**src/rtl/mulu_result_ser_pkg.sv**
```systemverilog
// mulu_result_ser_pkg: shared widths, state encodings and handshake polarity for the result serializer
package mulu_result_ser_pkg;
  localparam int P_WIDTH = 6;
  localparam int FRAME_W = P_WIDTH + 1;
  localparam int CNT_W = $clog2(FRAME_W);
  localparam logic READY_TRUE = 1'b1;
  typedef enum logic {ST_IDLE = 1'b0, ST_SHIFT = 1'b1} state_t;
endpackage

```
**src/rtl/mulu_result_ser_if.sv**
```systemverilog
// mulu_result_ser_if: product-word handshake plus serial frame outputs
interface mulu_result_ser_if;
  import mulu_result_ser_pkg::*;
  logic in_valid;
  logic in_ready;
  logic [P_WIDTH-1:0] in_p;
  logic in_s;
  logic bit_en;
  logic sout;
  logic sframe;
  logic sstart;
  logic busy;
  modport master(output in_valid, in_p, in_s, bit_en, input in_ready, sout, sframe, sstart, busy);
  modport slave(input in_valid, in_p, in_s, bit_en, output in_ready, sout, sframe, sstart, busy);
endinterface

```
**src/rtl/mulu_result_ser_sync_fifo.sv**
```systemverilog
// sync_fifo: power-of-two depth FIFO with registered occupancy count
module sync_fifo #(
  parameter int WIDTH = 7,
  parameter int DEPTH = 2
) (
  input  logic             clk,
  input  logic             rst_n,
  input  logic             push,
  input  logic [WIDTH-1:0] din,
  input  logic             pop,
  output logic [WIDTH-1:0] dout,
  output logic             full,
  output logic             empty
);
  localparam int AW = $clog2(DEPTH);
  logic [WIDTH-1:0] r_mem [DEPTH];
  logic [AW-1:0] r_wr, r_rd;
  logic [AW:0] r_cnt;
  logic w_push, w_pop;
  assign full = r_cnt == (AW+1)'(DEPTH);
  assign empty = r_cnt == '0;
  assign w_push = push & !full;
  assign w_pop = pop & !empty;
  assign dout = r_mem[r_rd];
  always_ff @(posedge clk or negedge rst_n)
    if (!rst_n) begin
      r_wr <= '0;
      r_rd <= '0;
      r_cnt <= '0;
    end else begin
      r_wr <= r_wr + AW'(w_push);
      r_rd <= r_rd + AW'(w_pop);
      r_cnt <= r_cnt + (AW+1)'(w_push) - (AW+1)'(w_pop);
    end
  always_ff @(posedge clk)
    if (w_push) r_mem[r_wr] <= din;
endmodule

```
**src/rtl/mulu_result_ser.sv**
```systemverilog
// mulu_result_ser: buffers product words and shifts each out MSB-first as a
// FRAME_W-bit serial frame paced by bit_en, with back-to-back frames when queued
module mulu_result_ser
  import mulu_result_ser_pkg::*;
#(
  parameter int DEPTH = 2
) (
  input logic clk,
  input logic rst_n,
  mulu_result_ser_if.slave s
);
  state_t r_state;
  logic [FRAME_W-1:0] r_shift, w_head;
  logic [CNT_W-1:0] r_cnt;
  logic r_sstart, r_busy, w_full, w_empty, w_push, w_pop, w_last;
  assign s.in_ready = w_full ? ~READY_TRUE : READY_TRUE;
  assign w_push = s.in_valid & s.in_ready;
  assign w_last = s.bit_en & (r_cnt == CNT_W'(FRAME_W - 1));
  // IDLE loads without waiting for bit_en; SHIFT reloads only on the last bit
  assign w_pop = !w_empty & ((r_state == ST_IDLE) | w_last);
  sync_fifo #(.WIDTH(FRAME_W), .DEPTH(DEPTH)) u_fifo (
    .clk(clk), .rst_n(rst_n), .push(w_push), .din({s.in_s, s.in_p}),
    .pop(w_pop), .dout(w_head), .full(w_full), .empty(w_empty)
  );
  always_ff @(posedge clk or negedge rst_n)
    if (!rst_n) begin
      r_state <= ST_IDLE;
      r_shift <= '0;
      r_cnt <= '0;
      r_sstart <= 1'b0;
      r_busy <= 1'b0;
    end else begin
      r_busy <= !w_empty | (r_state == ST_SHIFT);
      if (w_pop) begin
        r_state <= ST_SHIFT;
        r_shift <= w_head;
        r_cnt <= '0;
        r_sstart <= 1'b1;
      end else if (r_state == ST_SHIFT && s.bit_en) begin
        r_state <= w_last ? ST_IDLE : ST_SHIFT;
        r_shift <= w_last ? '0 : r_shift << 1;
        r_cnt <= w_last ? '0 : r_cnt + CNT_W'(1);
        r_sstart <= 1'b0;
      end
    end
  assign s.sout = r_shift[FRAME_W-1];
  assign s.sframe = r_state == ST_SHIFT;
  assign s.sstart = r_sstart;
  assign s.busy = r_busy;
endmodule

```
**src/flat_wrapper.sv**
```systemverilog
// flat-port wrapper written by rule: the top's interface ports become plain ports
module mulu_result_ser_flat import mulu_result_ser_pkg::*;
#(
  parameter int DEPTH = 2
)
  (clk, rst_n, s_in_valid, s_in_p, s_in_s, s_bit_en, s_in_ready, s_sout, s_sframe, s_sstart, s_busy);
  mulu_result_ser_if s_i ();
  input logic clk;
  input logic rst_n;
  input wire logic [$bits(s_i.in_valid)-1:0] s_in_valid;
  input wire logic [$bits(s_i.in_p)-1:0] s_in_p;
  input wire logic [$bits(s_i.in_s)-1:0] s_in_s;
  input wire logic [$bits(s_i.bit_en)-1:0] s_bit_en;
  output wire logic [$bits(s_i.in_ready)-1:0] s_in_ready;
  output wire logic [$bits(s_i.sout)-1:0] s_sout;
  output wire logic [$bits(s_i.sframe)-1:0] s_sframe;
  output wire logic [$bits(s_i.sstart)-1:0] s_sstart;
  output wire logic [$bits(s_i.busy)-1:0] s_busy;
  assign s_i.in_valid = s_in_valid;
  assign s_i.in_p = s_in_p;
  assign s_i.in_s = s_in_s;
  assign s_i.bit_en = s_bit_en;
  assign s_in_ready = s_i.in_ready;
  assign s_sout = s_i.sout;
  assign s_sframe = s_i.sframe;
  assign s_sstart = s_i.sstart;
  assign s_busy = s_i.busy;
  mulu_result_ser #(.DEPTH(DEPTH)) u_core (.clk(clk), .rst_n(rst_n), .s(s_i));
endmodule
```
**config.mk**
```make
export PLATFORM = sky130hd
export DESIGN_NAME = mulu_result_ser_flat
export DESIGN_NICKNAME = d
export VERILOG_FILES = /design/src/rtl/mulu_result_ser_pkg.sv /design/src/rtl/mulu_result_ser_if.sv /design/src/rtl/mulu_result_ser_sync_fifo.sv /design/src/rtl/mulu_result_ser.sv /design/src/flat_wrapper.sv
export SDC_FILE = /design/constraint.sdc
export NUM_CORES = 1
export LEC_CHECK = 0
export ABC_AREA = 1
export BUFFER_PORTS_ARGS = -buffer_cell sky130_fd_sc_hd__buf_4
export CORE_UTILIZATION = 40
export DETAILED_ROUTE_END_ITERATION = 6
export PLACE_DENSITY = 0.6
export SLEW_MARGIN = 15
export SYNTH_ARGS = -nofsm -noshare
export SYNTH_HDL_FRONTEND = slang
export SYNTH_HIERARCHICAL = 1
export SYNTH_SLANG_ARGS = --single-unit
```
**constraint.sdc**
```tcl
create_clock -name clk -period 4.9 [get_ports clk]
set_input_delay 0.98 -clock clk [delete_from_list [all_inputs] [get_ports clk]]
set_output_delay 0.98 -clock clk [all_outputs]
set_load 0.005 [all_outputs]
```
# ---- Word-level counts from Yosys, hierarchy flattened
# Memories as Yosys holds them, arrays and structs flattened.
# Cells that the tools add are included.
dict set report op_classes {
  addsub 5
  eq_ne 2
  n_mux 14
  bitwise_logic 8
  n_reduce_logical 5
}
# op count
set op_table {}
lappend op_table {{two-way mux 7 bit} 3}
lappend op_table {{two-way mux 3 bit} 3}
lappend op_table {{two-way mux 1 bit} 8}
lappend op_table {{bitwise AND 1 bit} 5}
lappend op_table {{adder 3 x 1 -> 3 bit, second input constant} 1}
lappend op_table {{== test 3 bit, second input constant} 1}
lappend op_table {{adder 1 bit} 2}
lappend op_table {{adder 2 x 1 -> 2 bit} 1}
lappend op_table {{== test 2 bit, second input constant} 1}
lappend op_table {{logical NOT 1 bit} 2}
lappend op_table {{logical NOT 2 bit} 1}
lappend op_table {{bitwise OR 1 bit} 2}
lappend op_table {{nonzero test 2 bit} 1}
lappend op_table {{subtractor 2 x 1 -> 2 bit} 1}
lappend op_table {{logical AND 1 bit} 1}
lappend op_table {{inverter 1 bit} 1}
dict set report word_totals {
  regBits 17
  mem_bits_rw 14
  inputBits 11
  output_inout_bits 5
  n_memories 1
}
# memory words word_bits rd rd_clocked_by_memory_dff write_ports line
set mem_list {}
lappend mem_list {u_core.u_fifo.r_mem 2 7 1 0 1 mulu_result_ser_sync_fifo.sv:16} ;# logic [WIDTH-1:0] r_mem [DEPTH];

# ---- Logic depth before layout (Yosys ltp)
dict set report logic_depth {
  word_depth 6
  mapped_depth 14
  ltp_nobuf 14
}

# ---- By module
# The synthesis kept the hierarchy.
# module n_inst cells_per_inst area_per_inst_um2
set modules_own_cells {}
lappend modules_own_cells {sync_fifo 1 68 778.2}
lappend modules_own_cells {mulu_result_ser 1 86 723.2}

# ---- Least setup slack after synthesis
# Ideal clock, no wire load.
dict set report synth_path {
  path_kind {input-to-reg}
  from {input port s_bit_en}
  to {register u_core.u_fifo.r_cnt[1]}
  t_arrival_ps 1989
  required_ps 4784
  slack_ps 2795
  stages 11
  path_buffers 0
  cell_sequence {nand3_4 nand2_4 nand2_4 inv_2 nand2_2 inv_1 ha_1 inv_1 ha_1 nand3_1 nand2_1}
}
dict set report synth_via {
  elab_chain_len 5
}
# item line
set synth_rtl {}
lappend synth_rtl {{from (decl)} flat_wrapper.sv:13} ;# input wire logic [$bits(s_i.bit_en)-1:0] s_bit_en;
lappend synth_rtl {{bitwise AND 1 bit} mulu_result_ser.sv:18} ;# assign w_last = s.bit_en & (r_cnt == CNT_W'(FRAME_W - 1));
lappend synth_rtl {{bitwise OR 1 bit} mulu_result_ser.sv:20} ;# assign w_pop = !w_empty & ((r_state == ST_IDLE) | w_last);
lappend synth_rtl {{bitwise AND 1 bit} mulu_result_ser.sv:20}
lappend synth_rtl {{net u_core.w_pop} mulu_result_ser.sv:15} ;# logic r_sstart, r_busy, w_full, w_empty, w_push, w_pop, w_last;
lappend synth_rtl {{bitwise AND 1 bit} mulu_result_ser_sync_fifo.sv:23} ;# assign w_pop = pop & !empty;
lappend synth_rtl {{subtractor 2 x 1 -> 2 bit} mulu_result_ser_sync_fifo.sv:33} ;# r_cnt <= r_cnt + (AW+1)'(w_push) - (AW+1)'(w_pop);
lappend synth_rtl {{to (signal assigned)} mulu_result_ser_sync_fifo.sv:33}
lappend synth_rtl {{to (decl)} mulu_result_ser_sync_fifo.sv:18} ;# logic [AW:0] r_cnt;
# The timed path passes the listed nets, and every way through them passes these cells.
# A chain may end at the register's enable or synchronous reset.

# ---- Worst setup path after layout
# Same ends and word-level chain as after synthesis.

==> metrics.md <==
| Metric | Value |
|---|---|
| Synth area leader | `dfrtp_1` |
| Gate power share | `0.323` |
| Warnings from Yosys | `6` |
| Fin crit period | `2050 ps` |
| Initial Utilization | `0.433` |
| Synth Area in Simple Gates | `0.258` |
| DRT antenna net count | `0` |
| Critical Path End Type | `flip-flop` |
| Post-synth top flop | `dfrtp_1` |
| Reg2reg end | `u_core/u_fifo/r_cnt[1]$_DFF_PN0_` |
| CP cell instances | `buf_4, nand3_4, nand2_4, nand2_4, inv_2, nand2_2, inv_1, ha_1, inv_1, ha_1, nand3_1, nand2_1` |
| Worst-path clk slew | `60 ps` |
| CTS root buf | `clkbuf_8` |
| Largest net degree at the start of global routing | `18` |
| Share of synthesized registers carrying an async set or reset | `0.548` |
| Syn Inst Count | `154` |
| Commonest non-fill, non-tap cell in the layout | `nand2_1` |
| Least-Margin Pin Slew | `385 ps` |
| CTS tree | `built` |
| Flops & latches, synth | `31` |
| Residual DRC | `0` |
| Hpwl dp | `1700 µm` |
| Period utilisation layout | `0.419` |
| CP top delay family | `simple AND/OR/NAND/NOR gates` |
| Post-cts sizing count | `0` |
| Vias in the first global route | `960` |
| # nets final | `190` |
| CP Launch Type | `input pin` |
| CTS buffer count | `5` |
| Share of cells above drive strength 1 | `0.230` |
| Final Setup Violations | `0` |
| I/O pin count | `16` |
| DP Worst Slack | `2560 ps` |
| Max-cap viol count | `0` |
| Compound-Gate Fraction of Synth Area | `0.0475` |
| Clock share of power | `0.208` |
| Max stage delay cell, worst path | `ha_1` |
| CP max stage delay | `260 ps` |
| Worst Hold Depth | `2` |
| R2R setup slack | `3000 ps` |
| Routed len/inst | `10.4 µm` |
| Fmax | `0.487 GHz` |
| CP Data Required Time | `5080 ps` |
| Final wirelength | `2280 µm` |
| PortBufs | `15` |
| Hold Worst Slack | `479 ps` |
| Sequential share of power | `0.470` |
| Final hold vios | `0` |
| Psw | `0.312 mW` |
| Overall power | `0.873 mW` |
| ANT cells | `0` |
| Clock Tree Buf Depth | `2` |
| Post-Syn Area per Cell | `9.75 µm²` |
| Clock Latency Late Sink | `280 ps` |
| Pre-antenna DRT Iters | `4` |
| Setup CP Type | `in -> reg` |
| Post-route core utilization | `0.495` |
| Site row count | `21` |
| Sequential fraction of the synthesis area | `0.563` |
| Antenna violations before repair | `0` |
| Setup repair bufs after CTS | `0` |
| Final worst slack | `2850 ps` |
| Arr. time, crit path | `2230 ps` |
| RSZ-0062 raised after global routing | `no` |
| Chip width | `63.3 µm` |
| Min-Delay Path Class | `reg -> reg` |
| Internal | `0.561 mW` |
| Area Overhead vs Synth | `14.4%` |
| Clock Sinks | `31` |
| Hold Crit Start | `u_core/r_shift[6]$_DFFE_PN0P_` |
| Mux contribution to synthesized area | `0` |
| Synth cell types | `19` |
| Syn Nets | `171` |
| GRT Total Usage | `0.143` |
| Most frequent cells in the layout | `64 x nand2_1, 17 x dfrtp_1, 15 x buf_4` |
| Hold-fix buffers, CTS | `0` |
| Crit Path Max Fanout | `10` |
| Worst Hold Path EP | `u_core/r_shift[6]$_DFFE_PN0P_` |
| Reg2Reg Depth | `13` |
| Fin Setup TNS | `0 ps` |
| P per Cell Area | `508 mW/mm²` |
| Share of the synthesized area in the top cell type | `0.283` |
| H-Tree Depth | `2` |
| Iter 0 DRT Violations | `48` |
| Fin. max-slew vios | `0` |
| Relative slew margins | `0.743` |
| Buf+Inv Stages, Crit Path | `4` |
| First-pass GRT wire length | `4240 µm` |
| Post-synth EDFFs | `14` |
| Lkg Pwr | `0.881 nW` |
| DIE AREA | `0.00400 mm²` |
| Cell area after synthesis | `0.00150 mm²` |
| Vias per inst | `4.51` |
| Largest family of logic cells by synthesized area | `simple AND/OR/NAND/NOR gates` |
| Via count | `993` |
| GR Overflow Total | `0` |
| Post-synthesis xor/xnor area fraction | `0.00583` |
| Outcome | `complete, no violations` |
| Adder-cell share of the synthesized area | `0.0500` |
| Core region area | `0.00347 mm²` |
| Reg2Reg Launch Point | `u_core/u_fifo/r_cnt[1]$_DFF_PN0_` |
| Final GP Congestion | `0.805` |
| Worst Skew | `5.90 ps` |
| Switching Share | `0.357` |
| Largest cells by area after synthesis | `dfrtp_1 28%, edfxtp_1 28%, nand2_1 16%, ha_1 5.0%, inv_1 3.2%` |
| Die H | `63.3 µm` |
| Worst VDD drop | `0.217 mV` |
cell type report:
| type | instances | area, µm² |
|---|---|---|
| Clock buffer | 6 | 72.6 |
| Clock inverter | 2 | 7.51 |
| Fill cell | 348 | 1750 |
| Inverter | 20 | 80.1 |
| Multi-Input combinational cell | 100 | 542 |
| Sequential cell | 31 | 846 |
| Tap cell | 46 | 57.6 |
| Timing Repair Buffer | 15 | 113 |
routing by layer:
layer	track usage	vias up	part of all wire
met2	0.218	28	0.46
met5	0	-	0
li1	-	526	-
met3	0.0580	9	0.060
met1	0.174	430	0.46
met4	0.0739	0	0.018
kinds of logic (layout without fill, tap and decap cells):
logic type / after synthesis / count (layout)
and+or+nand+nor: 84 / 84
AOI/OAI and AO/OA: 9 / 9
buffers and inverters: 23 / 43
DFF: 31 / 31
xor gates and xnor gates: 1 / 1
adders and majority gates: 6 / 6
power by group through the flow:
stage | registers [mW] | logic, mW | clock network (mW)
2_1_floorplan | 0.394 | 0.239 | 0
5_1_grt | 0.420 | 0.333 | 0.202
6_report | 0.410 | 0.282 | 0.181
3_5_place_dp | 0.416 | 0.286 | 0
4_1_cts | 0.411 | 0.288 | 0.189
3_3_place_gp | 0.414 | 0.281 | 0
sequential cells by signal (all words and copies together) (netlist names):
signal / flops
u_core/u_fifo/r_mem: 14
u_core/r_shift: 7
u_core/r_cnt: 3
u_core/u_fifo/r_cnt: 2
u_core/s.busy: 1
u_core/s.sframe: 1
u_core/s.sstart: 1
u_core/u_fifo/r_rd: 1
u_core/u_fifo/r_wr: 1
per-stage QoR:
| step | instance area, µm² | cells |
|---|---|---|
| after floorplan | 1500 | 154 |
| after detailed placement | 1640 | 212 |
| final | 1720 | 220 |
| after CTS | 1720 | 220 |
| after global placement | 1640 | 212 |
| after global routing | 1720 | 220 |
synth_stat cells, types with 2 or more instances:
master	n
nand2_1	64
dfrtp_1	17
edfxtp_1	14
inv_1	13
ha_1	6
inv_2	6
nand3_1	6
nand2_2	4
nand2_4	4
o211ai_1	4
o21ai_2	4
buf_6	3
nand3b_1	2
nor2_1	2
worst register-to-register path: stages, from the launching register on:
cell	delay, ps
dfrtp_1	390
inv_2	120
nand2_4	70
inv_1	210
inv_2	130
nand2_4	120
inv_2	50
nand2_2	70
inv_1	40
ha_1	260
inv_1	40
ha_1	180
nand3_1	80
nand2_1	50
how the worst max path moves through the flow:
stage               slack [ps]  startpoint                                to  depth (start not counted)
global route              2720    s_bit_en  u_core/u_fifo/r_cnt[1]$_DFF_PN0_                         13
finish                    2850    s_bit_en  u_core/u_fifo/r_cnt[1]$_DFF_PN0_                         12
floorplan                 2790    s_bit_en  u_core/u_fifo/r_cnt[1]$_DFF_PN0_                         11
CTS                       2850    s_bit_en  u_core/u_fifo/r_cnt[1]$_DFF_PN0_                         12
global placement          2570    s_bit_en  u_core/u_fifo/r_cnt[1]$_DFF_PN0_                         12
detailed placement        2560    s_bit_en  u_core/u_fifo/r_cnt[1]$_DFF_PN0_                         12
Power figures use the tool's default switching activity.
